[src/rtl/calc_pkg.sv]
// Shared types and project defaults for the 16-bit signed calculator datapath.
package calc_pkg;

  typedef enum logic {
    CLEAR = 1'b0,
    READY = 1'b1
  } mem_state_e;

  localparam int CALC_DATA_W    = 16;
  localparam int CALC_MEM_DEPTH = 16;

  // Even parity: the returned bit makes the XOR of data plus parity equal to zero.
  function automatic logic even_parity(input logic [CALC_DATA_W-1:0] data);
    return ^data;
  endfunction

endpackage

[src/rtl/calc_mem_clear.sv]
// Clear sequencer for calc_mem: sweeps every word to zero after reset or on a clr
// request, one word per cycle, and reports busy while doing so.
module calc_mem_clear
  import calc_pkg::*;
#(
  parameter int DEPTH  = CALC_MEM_DEPTH,
  parameter int ADDR_W = $clog2(DEPTH)
) (
  input  logic              clk,
  input  logic              rst_n,
  input  logic              clr,
  output logic              busy,
  output logic [ADDR_W-1:0] clr_addr,
  output logic              clr_we
);

  localparam logic [ADDR_W-1:0] LAST = ADDR_W'(DEPTH - 1);

  mem_state_e        state;
  mem_state_e        state_next;
  logic [ADDR_W-1:0] cnt;
  logic [ADDR_W-1:0] cnt_next;

  always_ff @(posedge clk or negedge rst_n) begin
    if (!rst_n) begin
      state <= CLEAR;
      cnt   <= '0;
    end else begin
      state <= state_next;
      cnt   <= cnt_next;
    end
  end

  // The counter wraps back to 0 on leaving CLEAR so a later clr starts clean.
  always_comb begin
    state_next = state;
    cnt_next   = cnt;
    case (state)
      CLEAR: begin
        if (cnt == LAST) begin
          state_next = READY;
          cnt_next   = '0;
        end else begin
          cnt_next = cnt + 1'b1;
        end
      end
      READY: begin
        if (clr) begin
          state_next = CLEAR;
          cnt_next   = '0;
        end
      end
      default: begin
        state_next = CLEAR;
        cnt_next   = '0;
      end
    endcase
  end

  always_comb begin
    busy     = (state == CLEAR);
    clr_we   = (state == CLEAR);
    clr_addr = cnt;
  end

endmodule

[src/rtl/calc_mem.sv]
// Operand/result store: single-port RAM with clear sequencer, registered read and
// oe-gated read bus. Define CALC_MEM_PARITY_EN to add per-word even parity checking.
module calc_mem
  import calc_pkg::*;
#(
  parameter int DATA_W = CALC_DATA_W,
  parameter int DEPTH  = CALC_MEM_DEPTH,
  parameter int ADDR_W = $clog2(DEPTH)
) (
  input  logic              clk,
  input  logic              rst_n,
  input  logic              clr,
  input  logic              cs,
  input  logic              we,
  input  logic              oe,
  input  logic [ADDR_W-1:0] addr,
  input  logic [DATA_W-1:0] wr_data,
  output logic [DATA_W-1:0] rd_data,
  output logic              rd_valid,
  output logic              busy
`ifdef CALC_MEM_PARITY_EN
  ,
  output logic              parity_err
`endif
);

`ifdef CALC_MEM_PARITY_EN
  localparam int WORD_W = DATA_W + 1;
`else
  localparam int WORD_W = DATA_W;
`endif

  localparam logic [ADDR_W:0] LIMIT = (ADDR_W + 1)'(DEPTH);

  logic [WORD_W-1:0] mem [DEPTH];

  logic              clr_we;
  logic [ADDR_W-1:0] clr_addr;
  logic              in_range;
  logic              accept;
  logic              rd_accept;
  logic              wr_accept;
  logic [WORD_W-1:0] wr_word;
  logic [WORD_W-1:0] rd_word;
  logic [DATA_W-1:0] rd_reg;

  calc_mem_clear #(
    .DEPTH  (DEPTH),
    .ADDR_W (ADDR_W)
  ) u_clear (
    .clk      (clk),
    .rst_n    (rst_n),
    .clr      (clr),
    .busy     (busy),
    .clr_addr (clr_addr),
    .clr_we   (clr_we)
  );

  // clr takes priority over a same-cycle access, and nothing is accepted while busy.
  always_comb begin
    in_range  = ({1'b0, addr} < LIMIT);
    accept    = cs && !busy && !clr;
    rd_accept = accept && !we;
    wr_accept = accept && we && in_range;
`ifdef CALC_MEM_PARITY_EN
    wr_word   = {^wr_data, wr_data};
`else
    wr_word   = wr_data;
`endif
    rd_word   = in_range ? mem[addr] : '0;
  end

  always_ff @(posedge clk) begin
    if (clr_we) begin
      mem[clr_addr] <= '0;
    end else if (wr_accept) begin
      mem[addr] <= wr_word;
    end
  end

  // The read register survives a clr; only reset or a new read replaces it.
  always_ff @(posedge clk or negedge rst_n) begin
    if (!rst_n) begin
      rd_reg   <= '0;
      rd_valid <= 1'b0;
    end else begin
      rd_valid <= rd_accept;
      if (rd_accept) begin
        rd_reg <= rd_word[DATA_W-1:0];
      end
    end
  end

`ifdef CALC_MEM_PARITY_EN
  // Out-of-range reads see an all-zero word, which always has good parity.
  always_ff @(posedge clk or negedge rst_n) begin
    if (!rst_n) begin
      parity_err <= 1'b0;
    end else begin
      parity_err <= rd_accept && (^rd_word);
    end
  end
`endif

  assign rd_data = oe ? rd_reg : '0;

endmodule

[config.mk]
export PLATFORM = sky130hd
export DESIGN_NAME = calc_mem
export DESIGN_NICKNAME = d
export VERILOG_FILES = /design/src/rtl/calc_pkg.sv /design/src/rtl/calc_mem_clear.sv /design/src/rtl/calc_mem.sv
export SDC_FILE = /design/constraint.sdc
export NUM_CORES = 1
export LEC_CHECK = 0
export BUFFER_PORTS_ARGS = -buffer_cell sky130_fd_sc_hd__buf_2
export CORE_ASPECT_RATIO = 1.2
export CORE_MARGIN = 2
export CORE_UTILIZATION = 55
export DETAILED_ROUTE_END_ITERATION = 16
export MAX_ROUTING_LAYER = met4
export PLACE_DENSITY_LB_ADDON = 0.08
export SLEW_MARGIN = 0
export SYNTH_ARGS = -nofsm -noshare
export SYNTH_HDL_FRONTEND = slang
export SYNTH_SLANG_ARGS = --single-unit
[constraint.sdc]
create_clock -name clk -period 2.6 [get_ports clk]
set_clock_uncertainty 0.15 [all_clocks]
set_input_delay 0.39 -clock clk [delete_from_list [all_inputs] [get_ports clk]]
set_output_delay 0.39 -clock clk [all_outputs]
set_load 0.05 [all_outputs]
==> results_dict.tcl, run 1 <==
set metrics [dict create \
    status "finished clean" \
    p_leak_nw 4.51 \
    critical_path_arrival_ps 2390 \
    crit_fanout 16 \
    syn_nets 601 \
    synthArstFlopShare_pct 7.91 \
    netlist_instances 574 \
    worstMarginPinSlew_ps 910 \
    synth_commonest_cells "256 x edfxtp_1, 82 x nand2_1, 64 x mux4_2, 33 x and2_1, 22 x dfrtp_1" \
    max_freq_mhz 417 \
    grt-ovfl-total 0 \
    clock_path_buffers 3 \
    core_area_um2 19500 \
    firstDrtPassIters 5 \
    drv_cap 0 \
    start_util_pct 55.9 \
    root_buffer "clkbuf_16" \
    htreeDepth 1 \
    rows 56 \
    clock_sinks 278 \
    wirelength_um 23600 \
    rrSetupSlack_ps 200 \
    worstSetupPathType "reg2reg" \
    crit_required_ps 2590 \
    place.port_buffers 43 \
    period_minus_slack_ps 2400 \
    yosysMostFrequentCell "edfxtp_1" \
    ys_warn_count 0 \
    synth_edf_count 256 \
    die_w_um 132 \
    yosysUniqueCellTypes 28 \
    clk_latency_ps 520 \
    fin_crit_sh_pct 92.1 \
    ir_drop_uv 692 \
    synthTopCellsByArea "edfxtp_1 71%, mux4_2 13%, dfrtp_1 5.1%" \
    cts_tree "done" \
    clk_pin_slew_worst_paths_ps 60 \
    place_congestion 0.863 \
    rsz0062_at_grt "no" \
    yosys.area.top_type "edfxtp_1" \
    largest_register_ffs 256 \
    final.fill_count 1371 \
    synth_top_area_share_pct 70.6 \
    grt_use_total_pct 24.4 \
    worstSetupEndpointType "flop" \
    grt_pass1_vias 5914 \
    ys_seq_area_share_pct 75.7 \
    ant_nets 0 \
    io_pins 44 \
    wl_per_cell_um 24.8 \
    grt_pass1_wl_um 36500 \
    synth-seq-cells 278 \
    drive_gt1_share_pct 31.4 \
    hpwl_um 15300 \
    setup_tns_ps 0 \
    die-area_um2 20900 \
    maxSlewHeadroom_pct 39.3 \
    grt_max_degree 48 \
    hp-class "in2reg" \
    power_density_nw_per_um2 929 \
    critPathLaunchType "flop" \
    power.total_w 0.0118 \
    cts_made_buffers 27 \
    vias 5686 \
    netlist_area_um2 10900 \
    synth_area_per_cell_um2 19.0 \
    setup_viol 0 \
    dr.first_iter.drc_count 490 \
    drv_slew 0 \
    multi_input_area_um2 2530 \
    route.detailed.drc 0 \
    antenna_found_initial 0 \
    area_delta_synth_final_pct 16.5 \
    holdWs_ps 36.7 \
    synth_ff_type "edfxtp_1" \
    final_nets 699 \
    postLayoutCoreUtil_pct 65.1 \
    num_antenna_cells 0 \
    seqCellArea_um2 8240 \
    die-height_um 158 \
    final-hold-violation-count 0 \
    viasPerCell 5.97 \
]
==> layout make-up <==
class	count	share of cell area (%)
Clock buffer	38	5.81
Clock inverter	10	0.819
Inverter	6	0.178
Multi-Input combinational cell	260	19.9
Sequential cell	278	64.9
Tap cell	261	2.57
Timing Repair Buffer	99	5.74
==> per-layer routing <==
layer / GRT usage, % / routed length, um / vias to the layer above
met5: - / 0 / -
met3: 2.37 / 1110 / 40
met2: 41.8 / 12300 / 198
met4: 6.14 / 467 / 0
met1: 32.2 / 9650 / 2978
li1: - / - / 2470
==> path summary, 6_finish.rpt <==
path / startpoint / to / cells after the start
setup / recovery: u_clear.state / mem[0][5] / 4
hold / removal: we / rd_valid / 3
min in group asynchronous: rst_n / rd_reg[1] / 2
max in group asynchronous: rst_n / rd_reg[7] / 2
hold reg to reg: rd_reg[14] / rd_reg[14] / 1
setup reg to reg: u_clear.state / mem[0][5] / 4
==> report_power, final <==
group	leakage [nW]	total, W	switching, W	internal, W
sequential	2.68	0.00600	0.000254	0.00575
combinational	1.42	0.00205	0.00122	0.000826
clock	0.418	0.00373	0.00156	0.00217
total	4.51	0.0118	0.00304	0.00874
==> layout by cell type (no fill, tap or decap) <==
| cell | synthesis | layout |
|---|---|---|
| a21o_1 | 1 | 1 |
| a21oi_1 | 17 | 17 |
| a221o_1 | 16 | 16 |
| a22o_1 | 3 | 3 |
| a31oi_1 | 5 | 5 |
| a32oi_1 | 2 | 2 |
| and2_1 | 33 | 33 |
| and4b_1 | 1 | 1 |
| buf_12 | 0 | 7 |
| buf_2 | 9 | 42 |
| buf_4 | 0 | 49 |
| bufinv_16 | 0 | 2 |
| clkbuf_1 | 11 | 9 |
| clkbuf_16 | 0 | 27 |
| clkbuf_8 | 0 | 2 |
| clkinv_1 | 1 | 1 |
| clkinv_2 | 0 | 7 |
| dfrtp_1 | 22 | 22 |
| dlygate4sd3_1 | 0 | 1 |
| edfxtp_1 | 256 | 256 |
| ha_1 | 1 | 1 |
| inv_1 | 5 | 5 |
| inv_6 | 0 | 1 |
| mux4_2 | 64 | 64 |
| nand2_1 | 82 | 82 |
| nand2b_1 | 2 | 2 |
| nand3_1 | 2 | 2 |
| nand3b_1 | 1 | 1 |
| nor2_1 | 20 | 4 |
| nor2_2 | 0 | 12 |
| nor2_4 | 0 | 4 |
| nor2b_1 | 2 | 2 |
| nor3_1 | 2 | 2 |
| nor3b_1 | 2 | 2 |
| o21ai_0 | 4 | 4 |
==> worst max-delay path, cell delays in order (launching register included) <==
cell     delay (ps)
dfrtp_1         350
and4b_1         470
a31oi_1         150
buf_4           180
nor2_2          710
==> through the flow <==
stage	cell area, um^2	worst slack [ps]	cells
2_1_floorplan	10900	68.6	574
3_3_place_gp	11800	-57.3	903
3_5_place_dp	11800	-109	903
4_1_cts	12700	46.8	952
5_1_grt	12700	53.8	952
6_report	12700	204	952
==> timing repair <==
action	CTS	global route
setup endpoints to repair	0	53
resized for setup	0	4
setup buffers	0	0
hold buffers	1	0
endpoints found under the hold margin	22	0
==> kinds of logic (layout without fill, tap and decap cells) <==
| group | count (synthesis) | count (layout) | share of synthesized area (%) |
|---|---|---|---|
| adders and majority gates | 1 | 1 | 0.115 |
| muxes | 64 | 64 | 13.2 |
| DFF | 278 | 278 | 75.7 |
| AOI/OAI and AO/OA | 48 | 48 | 3.20 |
| and+or+nand+nor | 147 | 147 | 6.13 |
| buffers and inverters | 36 | 153 | 1.63 |
Note: power is estimated with default switching activity, not from simulation.
==> inputs of run 2 (changes only) <==
CORE_MARGIN = 3   (was 2)
clock period = 2 ns   (was 2.6 ns; I/O delays follow)
==> results_dict.tcl, run 2 (synthesized netlist as in run 1, its figures left out) <==
set metrics [dict create \
    drv_slew 0 \
    rsz0062_at_grt "yes" \
    ant_nets 0 \
    busiest_layer "met2" \
    critical_path.top_delay_family "simple AND/OR/NAND/NOR gates" \
    final_common_cell "edfxtp_1" \
    layout_common_cells "256 x edfxtp_1, 82 x nand2_1, 64 x mux4_2" \
    crit_slowest_cell "dfrtp_1" \
    critical_path_arrival_ps 2100 \
    regToRegEndpoint "mem[13][6]" \
    grt_pass1_wl_um 36400 \
    crit_fanout 16 \
    cts_tree "done" \
    wirelength_um 23600 \
    htreeDepth 1 \
    grt_max_degree 37 \
    max_freq_mhz 495 \
    critPathLaunchType "flop" \
    drive_gt1_share_pct 33.0 \
    cts_made_buffers 26 \
    cp_cell_sequence "and4b_2 -> buf_12 -> nor3b_4 -> a31oi_4 -> buf_12 -> nor2_4 -> buf_12" \
    setup_viol 16 \
    gr-usage-met1_pct 32.8 \
    rr_worst_depth 7 \
    crit_top_cell "buf_12" \
    firstDrtPassIters 5 \
    route.detailed.drc 0 \
    wl_per_cell_um 25.1 \
    startpoint "u_clear.state" \
    dr.first_iter.drc_count 514 \
    root_buffer "clkbuf_16" \
    critPathBufInv 3 \
    hpwl_um 15200 \
    rows 55 \
    final_nets 692 \
    core_area_um2 19100 \
    p_leak_nw 4.59 \
    slowest_delay_ps 400 \
    pre_cts_slack_ps -106 \
    place_congestion 0.840 \
    worstSetupEndpointType "flop" \
    reg2reg_from "u_clear.state" \
    ir_drop_uv 761 \
    grt_pass1_vias 5894 \
    crit_end "mem[13][6]" \
    die-height_um 160 \
    violations "setup timing" \
    die_w_um 134 \
    viasPerCell 6.03 \
    crit_required_ps 2080 \
    die-area_um2 21500 \
    io_pins 44 \
    num_antenna_cells 0 \
    worst-path-stages 7 \
    status "finished, violations left" \
    area_delta_synth_final_pct 20.5 \
    power_density_nw_per_um2 1210 \
    worstMarginPinSlew_ps 694 \
    hp-class "in2reg" \
    grtUsageMet2_pct 36.4 \
    vias 5675 \
    largest_register_ffs 256 \
    place.port_buffers 43 \
    clk_pin_slew_worst_paths_ps 70 \
    maxSlewHeadroom_pct 53.7 \
    antenna_found_initial 0 \
    worstSetupPathType "reg2reg" \
    holdWs_ps 61.1 \
    grt_use_total_pct 23.1 \
    clock_path_buffers 3 \
    clock_sinks 278 \
    start_util_pct 56.9 \
    rrSetupSlack_ps -20 \
    drv_cap 0 \
    met3_usage_pct 3.12 \
    period_minus_slack_ps 2020 \
    clk_latency_ps 530 \
    final-hold-violation-count 0 \
    grt-ovfl-total 0 \
    fin_crit_sh_pct 101 \
    fin_ws_ps -19.4 \
]
-- run 2: cell types whose count changed in the layout (fill, tap and decap cells not counted), sizes merged --
cell    delta
clkbuf     -3
clkinv     +4
buf        -7
-- run 2: per-layer routing --
metal / share of wire [%] / up-vias
met5: 0 / -
met4: 2.0 / 0
met3: 5.1 / 37
met2: 51 / 175
met1: 42 / 3008
li1: - / 2455
-- run 2: where the power goes --
part / leakage (nW) / internal (W) / switching [W] / total (W)
clock: 0.411 / 0.00274 / 0.00205 / 0.00479
combinational: 1.50 / 0.00139 / 0.00189 / 0.00328
sequential: 2.68 / 0.00746 / 0.000337 / 0.00780
-- run 2: worst reg2reg max path, cell delays in order (launching register included) --
cell	delay, ps
dfrtp_1	400
and4b_2	250
buf_12	160
nor3b_4	240
a31oi_4	60
buf_12	160
nor2_4	150
buf_12	160
-- run 2: cell type report --
type / count / area [um^2]
sequential: 278 / 8240
fill: 1271 / 6020
multi-input combinational: 260 / 2740
timing repair buffer: 93 / 965
clock buffer: 34 / 702
tap: 256 / 320
clock inverter: 14 / 123
inverter: 6 / 22.5
-- run 2: worst min-delay path by stage --
| stage | cells after the start | from | to |
|---|---|---|---|
| after global placement | 1 | rst_n | u_clear.clr_addr[1] |
| after floorplan | 0 | rst_n | rd_reg[0] |
| after global routing | 4 | clr | u_clear.state |
| after CTS | 3 | we | rd_valid |
| after detailed placement | 1 | rst_n | u_clear.clr_addr[0] |
| final | 4 | clr | u_clear.state |
-- run 2: metrics by stage --
stage | instances | TNS, ps | instance area, um^2 | utilization (%) | power, W
floorplan | 574 | 0 | 11100 | - | 0.00975
global placement | 888 | -13920 | 12200 | 63.6 | 0.0109
CTS | 938 | -189 | 13100 | 68.2 | 0.0159
detailed placement | 888 | -16550 | 12200 | 63.6 | 0.0110
finish | 941 | -194 | 13100 | 68.5 | 0.0159
global route | 941 | -2860 | 13100 | 68.5 | 0.0164
-- run 2: what timing repair did --
| action | 4_1_cts | 5_1_grt |
|---|---|---|
| setup buffers | 1 | 2 |
| hold buffers | 1 | 0 |
| cloned | 0 | 1 |
| resized for setup | 8 | 4 |
| hold endpoints to repair | 22 | 0 |
| pin swaps | 1 | 6 |
| setup endpoints to repair | 195 | 172 |
